[src/rtl/serial_pe_pkg.sv]
// Shared widths, PE control encodings and FSM state encoding for the
// bit-serial PE feeder.
package serial_pe_pkg;

    localparam int unsigned W_BITS   = 6;
    localparam int unsigned X_BITS   = 8;
    localparam int unsigned Y_BITS   = 16;
    localparam int unsigned CNT_BITS = 4;

    localparam logic [2:0] CTRL_LOADW = 3'b001;
    localparam logic [2:0] CTRL_LSBX  = 3'b100;
    localparam logic [2:0] CTRL_SHIFT = 3'b000;
    localparam logic [2:0] CTRL_CIRC  = 3'b010;

    typedef enum logic [2:0] {
        WAIT_W = 3'd0,
        LOAD_W = 3'd1,
        IDLE   = 3'd2,
        XPHASE = 3'd3,
        CPHASE = 3'd4
    } state_t;

endpackage

[src/rtl/serial_pe_feeder_if.sv]
// Word handshakes and serial PE lines of the feeder; master is the word
// source, slave is the feeder itself.
interface serial_pe_feeder_if;
    import serial_pe_pkg::*;

    logic              w_valid;
    logic              w_ready;
    logic [W_BITS-1:0] w_data;
    logic              s_valid;
    logic              s_ready;
    logic [X_BITS-1:0] x_data;
    logic [Y_BITS-1:0] y_data;
    logic              pe_xw;
    logic              pe_y;
    logic [2:0]        pe_ctrl;
    logic              busy;
    logic              w_loaded;

    modport master (
        output w_valid, w_data, s_valid, x_data, y_data,
        input  w_ready, s_ready, pe_xw, pe_y, pe_ctrl, busy, w_loaded
    );

    modport slave (
        input  w_valid, w_data, s_valid, x_data, y_data,
        output w_ready, s_ready, pe_xw, pe_y, pe_ctrl, busy, w_loaded
    );

endinterface

[src/rtl/serial_piso.sv]
// Parallel-load, right-shift register with zero fill; serial output is bit 0.
module serial_piso #(
    parameter int unsigned WIDTH = 8
) (
    input  logic             clk,
    input  logic             reset,
    input  logic             i_load,
    input  logic             i_shift,
    input  logic [WIDTH-1:0] i_data,
    output logic             o_bit
);

    logic [WIDTH-1:0] r_sh;

    always_ff @(posedge clk) begin
        if (reset) begin
            r_sh <= '0;
        end else if (i_load) begin
            r_sh <= i_data;
        end else if (i_shift) begin
            r_sh <= {1'b0, r_sh[WIDTH-1:1]};
        end
    end

    assign o_bit = r_sh[0];

endmodule

[src/rtl/serial_pe_feeder.sv]
// Bit-serial weight/sample transmitter for one serial_bitwise_pe column.
// Define SERIAL_PE_FEEDER_WRELOAD_EN to allow weight reloads in accept slots.
module serial_pe_feeder
    import serial_pe_pkg::*;
(
    input  logic clk,
    input  logic reset,
    serial_pe_feeder_if.slave bus
);

    localparam logic [CNT_BITS-1:0] CNT_W_LAST = CNT_BITS'(W_BITS - 1);
    localparam logic [CNT_BITS-1:0] CNT_X_LAST = CNT_BITS'(X_BITS - 1);

    state_t              r_state, w_state_nxt;
    logic [CNT_BITS-1:0] r_cnt, w_cnt_nxt;
    logic [2:0]          r_ctrl, w_ctrl_nxt;
    logic                r_busy, w_busy_nxt;
    logic                r_w_loaded, w_set_loaded;
    logic                w_slot, w_w_ready, w_s_ready, w_w_acc, w_s_acc;
    logic                w_load_w, w_load_s;
    logic                w_xw_bit, w_y_bit;

    // Accept slots: idle, last weight bit, last circulate bit
    always_comb begin
        w_slot = (r_state == IDLE)
              || (r_state == LOAD_W && r_cnt == CNT_W_LAST)
              || (r_state == CPHASE && r_cnt == CNT_X_LAST);
`ifdef SERIAL_PE_FEEDER_WRELOAD_EN
        w_w_ready = (r_state == WAIT_W) || w_slot;
`else
        w_w_ready = (r_state == WAIT_W);
`endif
        w_s_ready = w_slot && !(bus.w_valid && w_w_ready);
        w_w_acc   = bus.w_valid && w_w_ready;
        w_s_acc   = bus.s_valid && w_s_ready;
    end

    always_comb begin
        w_state_nxt  = r_state;
        w_cnt_nxt    = r_cnt;
        w_set_loaded = 1'b0;
        w_load_w     = 1'b0;
        w_load_s     = 1'b0;
        unique case (r_state)
            WAIT_W: begin
                w_cnt_nxt = '0;
                if (w_w_acc) begin
                    w_state_nxt = LOAD_W;
                    w_load_w    = 1'b1;
                end
            end
            XPHASE: begin
                if (r_cnt == CNT_X_LAST) begin
                    w_state_nxt = CPHASE;
                    w_cnt_nxt   = '0;
                end else begin
                    w_cnt_nxt = r_cnt + 1'b1;
                end
            end
            LOAD_W, IDLE, CPHASE: begin
                if (!w_slot) begin
                    w_cnt_nxt = r_cnt + 1'b1;
                end else begin
                    w_cnt_nxt    = '0;
                    w_set_loaded = (r_state == LOAD_W);
                    if (w_w_acc) begin
                        w_state_nxt = LOAD_W;
                        w_load_w    = 1'b1;
                    end else if (w_s_acc) begin
                        w_state_nxt = XPHASE;
                        w_load_s    = 1'b1;
                    end else begin
                        w_state_nxt = IDLE;
                    end
                end
            end
            default: begin
                w_state_nxt = WAIT_W;
                w_cnt_nxt   = '0;
            end
        endcase

        // Control is registered, so it is decoded from the next state
        unique case (w_state_nxt)
            LOAD_W:  w_ctrl_nxt = CTRL_LOADW;
            XPHASE:  w_ctrl_nxt = (w_cnt_nxt == '0) ? CTRL_LSBX : CTRL_SHIFT;
            default: w_ctrl_nxt = CTRL_CIRC;
        endcase
        w_busy_nxt = (w_state_nxt == LOAD_W) || (w_state_nxt == XPHASE)
                  || (w_state_nxt == CPHASE);
    end

    always_ff @(posedge clk) begin
        if (reset) begin
            r_state    <= WAIT_W;
            r_cnt      <= '0;
            r_ctrl     <= CTRL_CIRC;
            r_busy     <= 1'b0;
            r_w_loaded <= 1'b0;
        end else begin
            r_state    <= w_state_nxt;
            r_cnt      <= w_cnt_nxt;
            r_ctrl     <= w_ctrl_nxt;
            r_busy     <= w_busy_nxt;
            r_w_loaded <= r_w_loaded | w_set_loaded;
        end
    end

    // W and X share the xOrW line; the weight is zero-extended into the X-wide shifter
    serial_piso #(.WIDTH(X_BITS)) u_piso_xw (
        .clk     (clk),
        .reset   (reset),
        .i_load  (w_load_w | w_load_s),
        .i_shift (r_busy),
        .i_data  (w_load_w ? X_BITS'(bus.w_data) : bus.x_data),
        .o_bit   (w_xw_bit)
    );

    serial_piso #(.WIDTH(Y_BITS)) u_piso_y (
        .clk     (clk),
        .reset   (reset),
        .i_load  (w_load_s),
        .i_shift (r_busy),
        .i_data  (bus.y_data),
        .o_bit   (w_y_bit)
    );

    assign bus.w_ready  = w_w_ready;
    assign bus.s_ready  = w_s_ready;
    assign bus.pe_xw    = w_xw_bit;
    assign bus.pe_y     = w_y_bit;
    assign bus.pe_ctrl  = r_ctrl;
    assign bus.busy     = r_busy;
    assign bus.w_loaded = r_w_loaded;

endmodule

[src/flat_wrapper.sv]
// flat-port wrapper written by rule: the top's interface ports become plain ports
module serial_pe_feeder_flat import serial_pe_pkg::*;
  (clk, reset, bus_w_valid, bus_w_data, bus_s_valid, bus_x_data, bus_y_data, bus_w_ready, bus_s_ready, bus_pe_xw, bus_pe_y, bus_pe_ctrl, bus_busy, bus_w_loaded);
  serial_pe_feeder_if bus_i ();
  input  logic clk;
  input  logic reset;
  input wire logic [$bits(bus_i.w_valid)-1:0] bus_w_valid;
  input wire logic [$bits(bus_i.w_data)-1:0] bus_w_data;
  input wire logic [$bits(bus_i.s_valid)-1:0] bus_s_valid;
  input wire logic [$bits(bus_i.x_data)-1:0] bus_x_data;
  input wire logic [$bits(bus_i.y_data)-1:0] bus_y_data;
  output wire logic [$bits(bus_i.w_ready)-1:0] bus_w_ready;
  output wire logic [$bits(bus_i.s_ready)-1:0] bus_s_ready;
  output wire logic [$bits(bus_i.pe_xw)-1:0] bus_pe_xw;
  output wire logic [$bits(bus_i.pe_y)-1:0] bus_pe_y;
  output wire logic [$bits(bus_i.pe_ctrl)-1:0] bus_pe_ctrl;
  output wire logic [$bits(bus_i.busy)-1:0] bus_busy;
  output wire logic [$bits(bus_i.w_loaded)-1:0] bus_w_loaded;
  assign bus_i.w_valid = bus_w_valid;
  assign bus_i.w_data = bus_w_data;
  assign bus_i.s_valid = bus_s_valid;
  assign bus_i.x_data = bus_x_data;
  assign bus_i.y_data = bus_y_data;
  assign bus_w_ready = bus_i.w_ready;
  assign bus_s_ready = bus_i.s_ready;
  assign bus_pe_xw = bus_i.pe_xw;
  assign bus_pe_y = bus_i.pe_y;
  assign bus_pe_ctrl = bus_i.pe_ctrl;
  assign bus_busy = bus_i.busy;
  assign bus_w_loaded = bus_i.w_loaded;
  serial_pe_feeder u_core (.clk(clk), .reset(reset), .bus(bus_i));
endmodule
[config.mk]
export PLATFORM = sky130hd
export DESIGN_NAME = serial_pe_feeder_flat
export DESIGN_NICKNAME = d
export VERILOG_FILES = /design/src/rtl/serial_pe_pkg.sv /design/src/rtl/serial_pe_feeder_if.sv /design/src/rtl/serial_piso.sv /design/src/rtl/serial_pe_feeder.sv /design/src/flat_wrapper.sv
export SDC_FILE = /design/constraint.sdc
export NUM_CORES = 1
export LEC_CHECK = 0
export BUFFER_PORTS_ARGS = -buffer_cell sky130_fd_sc_hd__buf_4
export CAP_MARGIN = 20
export CORE_MARGIN = 2
export CORE_UTILIZATION = 45
export CTS_CLUSTER_SIZE = 16
export DETAILED_ROUTE_END_ITERATION = 10
export PLACE_DENSITY = 0.68
export SYNTH_ARGS = -nofsm -noshare
export SYNTH_HDL_FRONTEND = slang
export SYNTH_HIERARCHICAL = 1
export SYNTH_SLANG_ARGS = --single-unit
[constraint.sdc]
create_clock -name clk -period 3.8 [get_ports clk]
set_input_delay 0.57 -clock clk [delete_from_list [all_inputs] [get_ports clk]]
set_output_delay 0.57 -clock clk [all_outputs]
set_load 0.02 [all_outputs]
==> out/results.md, run 1 <==
| Parameter | Value |
| --- | --- |
| CTS H-tree depth | 2 |
| Number of buffer and inverter instances along the worst setup path | 1 |
| Cell Count Post-Placement | 281 |
| Worst IR drop on VDD | 240.0 uV |
| Final setup violation count | 0 |
| Clk_skew | 5.794 ps |
| Via count | 1545 |
| Startpoint of the most critical hold path | u_core/bus.w_loaded$_SDFF_PP0_ |
| Startpoint-to-endpoint class of the critical path | flop to flop |
| Yosys cell types | 43 |
| Peak per-stage delay on the critical path | 670 ps |
| Ratio of final minimum period to clock period | 66.17% |
| Min-Delay Path Class | flop to flop |
| GRT busiest layer | met2 |
| Maximum number of pins on one net before global-route repair | 32 |
| Highest fanout seen on the critical path | 18 |
| Master cell of the clock root buffer | clkbuf_8 |
| Global-route wire length before repair | 6.686 mm |
| Initial antenna violation count | 0 |
| Static leakage power | 0.8915 nW |
| Num CTS Buffers | 5 |
| Fraction of layout cells with a size suffix above 1 | 27.85% |
| Data arrival at the endpoint of the critical path | 2710 ps |
| Wirelength per Cell | 13.20 um |
| Clock latency of the later-clocked register in the worst-skew pair | 280 ps |
| Minimum setup slack among reg-to-reg paths | 1290 ps |
| Number of cells upsized or downsized after cts | 0 |
| Sort of element at the end of the critical path | flop |
| Placeable core area | 0.004294 sq mm |
| Unrepaired setup endpoints after global routing | no |
| Fraction of met3 tracks used by global routing | 4.906% |
| Post-synthesis sequential area ratio | 36.41% |
| Flip-flop and latch count after synthesis | 36 |
| Worst hold path depth | 2 |
| 1st-pass router iterations | 4 |
| Max Freq | 397.7 MHz |
| Net count of the mapped netlist | 237 |
| Global-route met1 utilization | 22.19% |
| Iter 0 DRT Violations | 45 |
| Pin slew with the least headroom to its limit | 558.3 ps |
| Number of buffers inserted to repair setup after CTS | 0 |
| Number of flops mapped to enable cells by yosys | 0 |
| Clock slew at reported path FFs | 70 ps |
| CP delay by family, top | compound AO/OA/AOI/OAI gates |
| Ratio of total power to cell area | 368.6 mW/mm^2 |
| Final critical delay including setup and external delays | 2514 ps |
| Count of clock tree sinks | 36 |
| Final estimated routing congestion in global placement | 0.8247 |
| Synthesized area per cell | 9.848 sq um |
| Met2 Track Usage GR | 25.26% |
| CP startpoint kind | flop |
| Effective utilization at floorplan | 46.10% |
| Post-detailed-route via-to-cell ratio | 5.346 |
| Primary FF master, synth | dfxtp_1 |
| Post-placement setup slack | 1293 ps |
| Final-layout setup total negative slack | 0 ps |
| Endpoint with the worst hold slack | u_core/bus.w_loaded$_SDFF_PP0_ |
| Width of the chip | 70.32 um |
| Worst reg2reg path startpoint | u_core/r_state[1]$_SDFF_PP0_ |
| Layout filler cell count | 409 |
| Cell area after technology mapping | 0.001979 sq mm |
| Floorplan row count | 24 |
| Fin nets | 272 |
| Endpoint of the most critical register-to-register path | u_core/u_piso_y/r_sh[2]$_SDFFE_PP0P_ |
| Cts hold-fix bufs | 0 |
| Total routing usage reported by global routing | 16.71% |
| Worst EP required | 4000 ps |
| Crit-path cells | nor2_1 > o31ai_1 > and2_1 > inv_1 > a211oi_1 |
| Count of final max-slew check failures | 0 |
| Area enclosed by the die boundary | 0.004945 sq mm |
| Worst Reg2Reg Path Length in Cells | 5 |
| Total grt overflow | 0 |
| Final antenna-violating net count | 0 |
| Footprint of the multi-input gates | 0.001114 sq mm |
| Gate Count Post-Synth | 201 |
| Outcome | completed |
| Worst slew margin relative to its limit | 62.73% |
| Clock tree from TritonCTS | yes |
| Async set-or-reset flop fraction in the synthesized netlist | 0% |
| Final Hold Fails | 0 |
| Worst Slack Setup Final | 1286 ps |
| Number of buffers on the longest clock path | 2 |
| Synthesis-to-finish area growth | 19.03% |
| Total wire length after detailed routing | 3.814 mm |
| Dpl hpwl | 2.652 mm |
| Library cell contributing the largest single delay on the critical path | dfxtp_1 |
| Ant. Diodes | 0 |
| Most common cell after layout, fill and taps aside | buf_4 |
| Number of standard cells in the final layout excluding fillers | 289 |
| Seq. cell area | 720.7 sq um |
| Total of max-cap violations | 0 |
| Commonest cells after routing, fill and taps aside | buf_4, dfxtp_1, nor2b_1 |
| Vertical die dimension | 70.32 um |
| Synthesis Warnings | 6 |
| Quantity of I/O buffers inserted on ports | 42 |
| Number of remaining DRC errors | 0 |
| Top-level port count | 43 |
| Total power | 0.8685 mW |
| Via count of the first global-routing pass | 1491 |
[cells by family (layout without fill, tap and decap cells)]
| group | after synthesis | count (layout) | synth area share (%) |
|---|---|---|---|
| compound gates | 51 | 51 | 20.29 |
| buf+inv | 22 | 58 | 7.333 |
| fa+ha+maj | 2 | 2 | 1.264 |
| flops | 36 | 36 | 36.41 |
| xor+xnor | 3 | 3 | 1.328 |
| mux | 28 | 28 | 14.54 |
| simple gates | 59 | 59 | 18.84 |
[synth_stat cells (all sizes together), types with 2 or more instances]
cell,n,area [sq um]
clkbuf,3,11.26
nor3,2,10.01
xor2,2,17.52
o31ai,2,20.02
and4b,2,23.77
ha,2,25.02
a21oi,8,40.04
and2,2,12.51
nand2,6,22.52
nor2,6,22.52
a21o,5,37.54
or3b,3,26.28
mux2,6,67.56
inv,7,26.28
nor2b,24,150.1
or3,2,12.51
o21ai,5,25.02
dfxtp,36,720.7
buf,11,97.59
nand3,3,15.01
a211oi,26,215.2
mux2i,22,220.2
nand3b,2,15.01
nand2b,2,12.51
[sequential cells by signal, indices dropped and copies added (netlist names)]
register / count
u_core/u_piso_y/r_sh: 16
u_core/bus.w_loaded: 1
u_core/bus.busy: 1
u_core/r_cnt: 4
u_core/bus.pe_ctrl: 3
u_core/u_piso_xw/r_sh: 8
u_core/r_state: 3
[metrics by stage]
stage | hold WS (ps) | util [%] | area (sq um)
global placement | 434.5 | 52.36 | 2248
finish | 446.4 | 54.87 | 2356
global route | 468.5 | 54.87 | 2356
floorplan | 444.6 | - | 1979
CTS | 453.8 | 54.87 | 2356
detailed placement | 444.6 | 52.36 | 2248
[power breakdown]
part	switching, mW	internal [mW]
Sequential	0.0118	0.398
Combinational	0.0618	0.0707
Clock	0.131	0.195
[metal layers]
metal / share of wire [%] / routed length, um
met5: 0 / 0
met2: 45 / 1705
met4: 2.0 / 76
met1: 47 / 1786
met3: 6.4 / 245
[how the worst max path moves through the flow]
stage                                      start                                     to  cells after the start
floorplan             u_core/r_cnt[0]$_SDFF_PP0_   u_core/u_piso_y/r_sh[4]$_SDFFE_PP0P_                      8
global placement    u_core/r_state[1]$_SDFF_PP0_   u_core/u_piso_y/r_sh[7]$_SDFFE_PP0P_                      6
detailed placement  u_core/r_state[1]$_SDFF_PP0_   u_core/u_piso_y/r_sh[2]$_SDFFE_PP0P_                      6
CTS                 u_core/r_state[1]$_SDFF_PP0_   u_core/u_piso_y/r_sh[2]$_SDFFE_PP0P_                      6
global route        u_core/r_state[1]$_SDFF_PP0_  u_core/u_piso_y/r_sh[11]$_SDFFE_PP0P_                      5
finish              u_core/r_state[1]$_SDFF_PP0_   u_core/u_piso_y/r_sh[2]$_SDFFE_PP0P_                      5
[area by class of cell]
type / count / share of cell area [%]
multi-input cells: 143 / 47.27
flip-flops and latches: 36 / 30.59
repair buffers: 43 / 13.70
clock buffers: 6 / 3.080
well taps: 52 / 2.762
clock inverters: 2 / 1.487
inverters: 7 / 1.115
[worst min-delay path: stages (launching register included)]
cell	delay [ps]
dfxtp_1	310
inv_1	50
a21oi_1	50
Note: power is estimated with default switching activity, not from simulation.
==> run 2, diff against run 1 <==
Settings changed: PLACE_DENSITY 0.68 to 0.71.
Clock period 3.8 ns to 2.1 ns, I/O delays scaled along.
==> run 2 against run 1 <==
  * Die area unchanged
  * Worst hold slack lost 130 ps
  * Combinational power is 97% higher
  * Setup slack worse by 1100 ps
==> out/results.md, run 2 (synthesis gave the netlist of run 1 again) <==
| Parameter | Value | vs previous |
| --- | --- | --- |
| Outcome | completed | unchanged |
| Share of the core filled with cells | 56.99% | was 54.87% |
| Sort of element at the end of the critical path | flop | unchanged |
| Effective utilization at floorplan | 46.10% | unchanged |
| Commonest cells after routing, fill and taps aside | buf_4, dfxtp_1, nor2b_1 | unchanged |
| Fin nets | 284 | was 272 |
| Endpoint of the most critical register-to-register path | u_core/u_piso_y/r_sh[13]$_SDFFE_PP0P_ | was u_core/u_piso_y/r_sh[2]$_SDFFE_PP0P_ |
| Biggest regs | u_core/u_piso_y/r_sh x16, u_core/u_piso_xw/r_sh x8, u_core/r_cnt x4 | unchanged |
| Final-layout setup total negative slack | 0 ps | unchanged |
| Flip-flop count of the largest register, all copies and words added | 16 | unchanged |
| Post-detailed-route via-to-cell ratio | 5.226 | was 5.346 |
| Master cell of the clock root buffer | clkbuf_8 | unchanged |
| Worst Slack Setup Final | 156.7 ps | was 1286 ps |
| Most common cell after layout, fill and taps aside | buf_4 | unchanged |
| Max Freq | 514.6 MHz | was 397.7 MHz |
| Crit path launch | u_core/r_cnt[0]$_SDFF_PP0_ | was u_core/r_state[1]$_SDFF_PP0_ |
| Via count of the first global-routing pass | 1438 | was 1491 |
| Post-placement setup slack | 113.6 ps | was 1293 ps |
| Seq. cell area | 720.7 sq um | unchanged |
| Ratio of final minimum period to clock period | 92.54% | was 66.17% |
| CTS H-tree depth | 2 | unchanged |
| Startpoint of the most critical hold path | bus_y_data[15] | was u_core/bus.w_loaded$_SDFF_PP0_ |
| Final critical delay including setup and external delays | 1943 ps | was 2514 ps |
| Worst IR drop on VDD | 370.2 uV | was 240.0 uV |
| Total wire length after detailed routing | 4.034 mm | was 3.814 mm |
| Final antenna-violating net count | 0 | unchanged |
| Maximum number of pins on one net before global-route repair | 32 | unchanged |
| Worst slew margin relative to its limit | 69.25% | was 62.73% |
| 1st-pass router iterations | 4 | unchanged |
| Worst EP required | 2300 ps | was 4000 ps |
| Worst Reg2Reg Path Length in Cells | 8 | was 5 |
| Endpoint with the worst hold slack | u_core/u_piso_y/r_sh[15]$_SDFFE_PP0P_ | was u_core/bus.w_loaded$_SDFF_PP0_ |
| CP startpoint kind | flop | unchanged |
| Static leakage power | 0.9455 nW | was 0.8915 nW |
| Synthesis-to-finish area growth | 23.64% | was 19.03% |
| Layout filler cell count | 398 | was 409 |
| Number of buffers on the longest clock path | 2 | unchanged |
| Wirelength per Cell | 13.40 um | was 13.20 um |
| Placeable core area | 0.004294 sq mm | unchanged |
| Highest fanout seen on the critical path | 5 | was 18 |
| Area enclosed by the die boundary | 0.004945 sq mm | unchanged |
| Pin slew with the least headroom to its limit | 457.0 ps | was 558.3 ps |
| Minimum setup slack among reg-to-reg paths | 160 ps | was 1290 ps |
| CP delay by family, top | simple AND/OR/NAND/NOR gates | was compound AO/OA/AOI/OAI gates |
| Top reg by flops | u_core/u_piso_y/r_sh | unchanged |
| Clock latency of the later-clocked register in the worst-skew pair | 280 ps | about the same |
| Initial antenna violation count | 0 | unchanged |
| Iter 0 DRT Violations | 63 | was 45 |
| Startpoint-to-endpoint class of the critical path | flop to flop | unchanged |
| Quantity of I/O buffers inserted on ports | 42 | unchanged |
| Clock slew at reported path FFs | 80 ps | was 70 ps |
| Final estimated routing congestion in global placement | 0.7966 | was 0.8247 |
| Fraction of layout cells with a size suffix above 1 | 33.33% | was 27.85% |
| Floorplan row count | 24 | unchanged |
| Total of max-cap violations | 0 | unchanged |
| Worst hold slack after final layout | 316.7 ps | was 446.4 ps |
| Cts hold-fix bufs | 0 | unchanged |
| Global-route wire length before repair | 6.755 mm | was 6.686 mm |
| Top-level port count | 43 | unchanged |
| Count of clock tree sinks | 36 | unchanged |
| Library cell contributing the largest single delay on the critical path | dfxtp_1 | unchanged |
| Data arrival at the endpoint of the critical path | 2150 ps | was 2710 ps |
| Vertical die dimension | 70.32 um | unchanged |
| Clk_skew | 8.261 ps | was 5.794 ps |
| Min-Delay Path Class | input port to flop | was flop to flop |
| Via count | 1573 | was 1545 |
| Footprint of the multi-input gates | 0.001131 sq mm | was 0.001114 sq mm |
| Crit-path cells | ha_1 > and4bb_4 > nor2_2 > o31ai_4 > and2_2 > clkinvlp_4 > buf_4 > a211oi_1 | was nor2_1 > o31ai_1 > and2_1 > inv_1 > a211oi_1 |
| Number of remaining DRC errors | 0 | unchanged |
| Width of the chip | 70.32 um | unchanged |
| Num CTS Buffers | 5 | unchanged |
| Total routing usage reported by global routing | 16.91% | was 16.71% |
| Dpl hpwl | 2.738 mm | was 2.652 mm |
| Worst hold path depth | 3 | was 2 |
| Count of final max-slew check failures | 0 | unchanged |
| Worst reg2reg path startpoint | u_core/r_cnt[0]$_SDFF_PP0_ | was u_core/r_state[1]$_SDFF_PP0_ |
| Number of buffer and inverter instances along the worst setup path | 2 | was 1 |
| Total grt overflow | 0 | unchanged |
| Ant. Diodes | 0 | unchanged |
| Peak per-stage delay on the critical path | 400 ps | was 670 ps |
| Clock tree from TritonCTS | yes | unchanged |
| Final Hold Fails | 0 | unchanged |
| Final setup violation count | 0 | unchanged |
| Ratio of total power to cell area | 606.2 mW/mm^2 | was 368.6 mW/mm^2 |
-- run 2: per-layer routing --
metal / global-route usage [%] / share of wire (%) / routed length (um) / vias to the layer above
met2: 24.53 / 46 / 1844 / 31
met4: 5.769 / 0.57 / 23 / 0
met3: 4.473 / 4.0 / 161 / 2
li1: - / - / - / 821
met5: 0 / 0 / 0 / -
met1: 24.15 / 50 / 2004 / 719
-- run 2: area by class of cell --
cell class	count	area share, %
clock buffers	5	2.812
multi-input cells	143	46.22
inverters	7	1.227
repair buffers	55	16.87
clock inverters	3	0.7669
flip-flops and latches	36	29.45
well taps	52	2.658
-- run 2: how the worst max path moves through the flow --
| stage | endpoint | slack (ps) | cells after the start |
|---|---|---|---|
| 3_5_place_dp | u_core/u_piso_y/r_sh[8]$_SDFFE_PP0P_ | 110 | 7 |
| 4_1_cts | u_core/u_piso_y/r_sh[8]$_SDFFE_PP0P_ | 100 | 7 |
| 2_1_floorplan | u_core/u_piso_y/r_sh[4]$_SDFFE_PP0P_ | 70 | 8 |
| 3_3_place_gp | u_core/u_piso_y/r_sh[11]$_SDFFE_PP0P_ | 180 | 8 |
| 6_report | u_core/u_piso_y/r_sh[13]$_SDFFE_PP0P_ | 160 | 8 |
| 5_1_grt | u_core/u_piso_y/r_sh[14]$_SDFFE_PP0P_ | -20 | 8 |
-- run 2: worst min-delay path, stage by stage --
cell and delay [ps]:
buf_4 110, nand2_1 60, a21oi_1 60
-- run 2: power breakdown --
part | switching [mW] | internal [mW]
Clock | 0.251 | 0.231
Sequential | 0.0218 | 0.721
Combinational | 0.119 | 0.141
-- run 2: timing repair --
item | 4_1_cts | 5_1_grt
endpoints found under the hold margin | 0 | 0
buffers inserted | 0 | 4
resized for setup | 0 | 3
endpoints found under the setup margin | 0 | 16
-- run 2: metrics by stage --
stage | power, mW | cells | instance area (sq um)
6_report | 1.484 | 301 | 2447
4_1_cts | 1.494 | 297 | 2410
3_5_place_dp | 1.012 | 289 | 2322
2_1_floorplan | 0.9208 | 201 | 1993
3_3_place_gp | 1.010 | 289 | 2322
5_1_grt | 1.554 | 301 | 2447
==> run 3, diff against run 2 <==
Settings changed: CTS_BUF_LIST from default to sky130_fd_sc_hd__clkbuf_16.
==> run 3 against run 2 <==
  * Clock power up 46%
  * Via count is 1.9% higher
  * Clock skew down 1.9 ps
  * Die area did not move
  * Sequential cell count is the same
  * Critical path type unchanged
  * Largest cell class unchanged
==> out/results.md, run 3 (synthesis gave the netlist of run 1 again) <==
| Parameter | Value | vs previous |
| --- | --- | --- |
| Max Freq | 517.5 MHz | was 514.6 MHz |
| Ant. Diodes | 0 | unchanged |
| Via count of the first global-routing pass | 1438 | unchanged |
| Fraction of layout cells with a size suffix above 1 | 33.33% | unchanged |
| Initial antenna violation count | 0 | unchanged |
| Final estimated routing congestion in global placement | 0.7966 | unchanged |
| Width of the chip | 70.32 um | unchanged |
| Most common cell after layout, fill and taps aside | buf_4 | unchanged |
| Final setup violation count | 0 | unchanged |
| Clock slew at reported path FFs | 50 ps | was 80 ps |
| Worst slew margin relative to its limit | 69.39% | was 69.25% |
| CP startpoint kind | flop | unchanged |
| Worst EP required | 2290 ps | was 2300 ps |
| Static leakage power | 0.9712 nW | was 0.9455 nW |
| Ratio of final minimum period to clock period | 92.02% | was 92.54% |
| Via count | 1603 | was 1573 |
| Wirelength per Cell | 13.17 um | was 13.40 um |
| Number of remaining DRC errors | 0 | unchanged |
| Flip-flop count of the largest register, all copies and words added | 16 | unchanged |
| Vertical die dimension | 70.32 um | unchanged |
| Cts hold-fix bufs | 0 | unchanged |
| Num CTS Buffers | 5 | unchanged |
| Count of clock tree sinks | 36 | unchanged |
| Pin slew with the least headroom to its limit | 454.9 ps | was 457.0 ps |
| Total grt overflow | 0 | unchanged |
| Number of buffers on the longest clock path | 2 | unchanged |
| Top-level port count | 43 | unchanged |
| Startpoint-to-endpoint class of the critical path | flop to flop | unchanged |
| Global-route wire length before repair | 6.748 mm | was 6.755 mm |
| Clock tree from TritonCTS | yes | unchanged |
| 1st-pass router iterations | 4 | unchanged |
| Area enclosed by the die boundary | 0.004945 sq mm | unchanged |
| Final critical delay including setup and external delays | 1932 ps | was 1943 ps |
| Total of max-cap violations | 0 | unchanged |
| Fin nets | 284 | unchanged |
| Highest fanout seen on the critical path | 5 | unchanged |
| Total power | 1.707 mW | was 1.484 mW |
| Worst IR drop on VDD | 370.6 uV | was 370.2 uV |
| Master cell of the clock root buffer | clkbuf_16 | was clkbuf_8 |
| Worst Slack Setup Final | 167.6 ps | was 156.7 ps |
| Worst hold path depth | 3 | unchanged |
| Layout filler cell count | 391 | was 398 |
| Biggest regs | u_core/u_piso_y/r_sh x16, u_core/u_piso_xw/r_sh x8, u_core/r_cnt x4 | unchanged |
| Count of final max-slew check failures | 0 | unchanged |
| Placeable core area | 0.004294 sq mm | unchanged |
| Clk_skew | 6.318 ps | was 8.261 ps |
| Top reg by flops | u_core/u_piso_y/r_sh | unchanged |
| Post-detailed-route via-to-cell ratio | 5.326 | was 5.226 |
| Clock latency of the later-clocked register in the worst-skew pair | 280 ps | about the same |
| Maximum number of pins on one net before global-route repair | 32 | unchanged |
| Total wire length after detailed routing | 3.964 mm | was 4.034 mm |
| Iter 0 DRT Violations | 51 | was 63 |
| Sort of element at the end of the critical path | flop | unchanged |
| Post-placement setup slack | 113.6 ps | unchanged |
| Total routing usage reported by global routing | 16.85% | was 16.91% |
| Dpl hpwl | 2.738 mm | unchanged |
| Worst Reg2Reg Path Length in Cells | 8 | unchanged |
| Outcome | completed | unchanged |
| Commonest cells after routing, fill and taps aside | buf_4, dfxtp_1, nor2b_1 | unchanged |
| Floorplan row count | 24 | unchanged |
| Final Hold Fails | 0 | unchanged |
| Synthesis-to-finish area growth | 26.49% | was 23.64% |
| Data arrival at the endpoint of the critical path | 2120 ps | was 2150 ps |
| Ratio of total power to cell area | 681.6 mW/mm^2 | was 606.2 mW/mm^2 |
| CTS H-tree depth | 2 | unchanged |
| Quantity of I/O buffers inserted on ports | 42 | unchanged |
| Final antenna-violating net count | 0 | unchanged |
| Effective utilization at floorplan | 46.10% | unchanged |
| Min-Delay Path Class | input port to flop | unchanged |
run 3: cell counts in the layout (fill, tap and decap cells not counted):
Identical to the previous run, type by type.
run 3: per-stage QoR:
stage	hold WS, ps	utilization, %	cells	cell area (sq um)	TNS, ps
4_1_cts	306.5	57.43	297	2466	0
3_5_place_dp	439.2	54.08	289	2322	0
3_3_place_gp	437.3	54.08	289	2322	0
5_1_grt	342.6	58.30	301	2504	-15.68
2_1_floorplan	384.1	-	201	1993	0
6_report	330.7	58.30	301	2504	0
run 3: report_power, final:
group | internal (mW) | switching, mW | leakage, nW
clock network | 0.436 | 0.267 | 0.0736
registers | 0.722 | 0.0221 | 0.294
logic | 0.141 | 0.118 | 0.604
total | 1.30 | 0.408 | 0.971
run 3: what timing repair did:
action / 4_1_cts / 5_1_grt
gates resized for setup: 0 / 3
buffers inserted: 0 / 4
endpoints found under the setup margin: 0 / 15
run 3: critical path, cell delays in order, from the launching register on:
cell and delay (ps):
dfxtp_1 400, ha_1 190, and4bb_4 280, nor2_2 50, o31ai_4 190, and2_2 240, clkinvlp_4 140, buf_4 170
a211oi_1 190
run 3: path summary, 6_finish.rpt:
| check | startpoint | to | slack [ps] |
|---|---|---|---|
| max | u_core/r_cnt[0]$_SDFF_PP0_ | u_core/u_piso_y/r_sh[14]$_SDFFE_PP0P_ | 170 |
| min | bus_y_data[15] | u_core/u_piso_y/r_sh[15]$_SDFFE_PP0P_ | 330 |
| max reg2reg | u_core/r_cnt[0]$_SDFF_PP0_ | u_core/u_piso_y/r_sh[14]$_SDFFE_PP0P_ | 170 |
| min reg2reg | u_core/bus.w_loaded$_SDFF_PP0_ | u_core/bus.w_loaded$_SDFF_PP0_ | 440 |
run 3: area by class of cell:
cell class,count,area [sq um],share of cell area (%)
Clock buffer,5,125.1,4.998
Timing Repair Buffer,55,412.9,16.49
Sequential cell,36,720.7,28.79
Inverter,7,30.03,1.199
Multi-Input combinational cell,143,1131,45.18
Clock inverter,3,18.77,0.7496
Tap cell,52,65.06,2.599
run 3: layer usage:
layer	up-vias	share of wire [%]	track usage, %
li1	821	-	-
met1	735	50	24.24
met2	42	44	24.53
met3	5	5.0	3.608
met4	0	1.3	6.410
met5	-	0	0
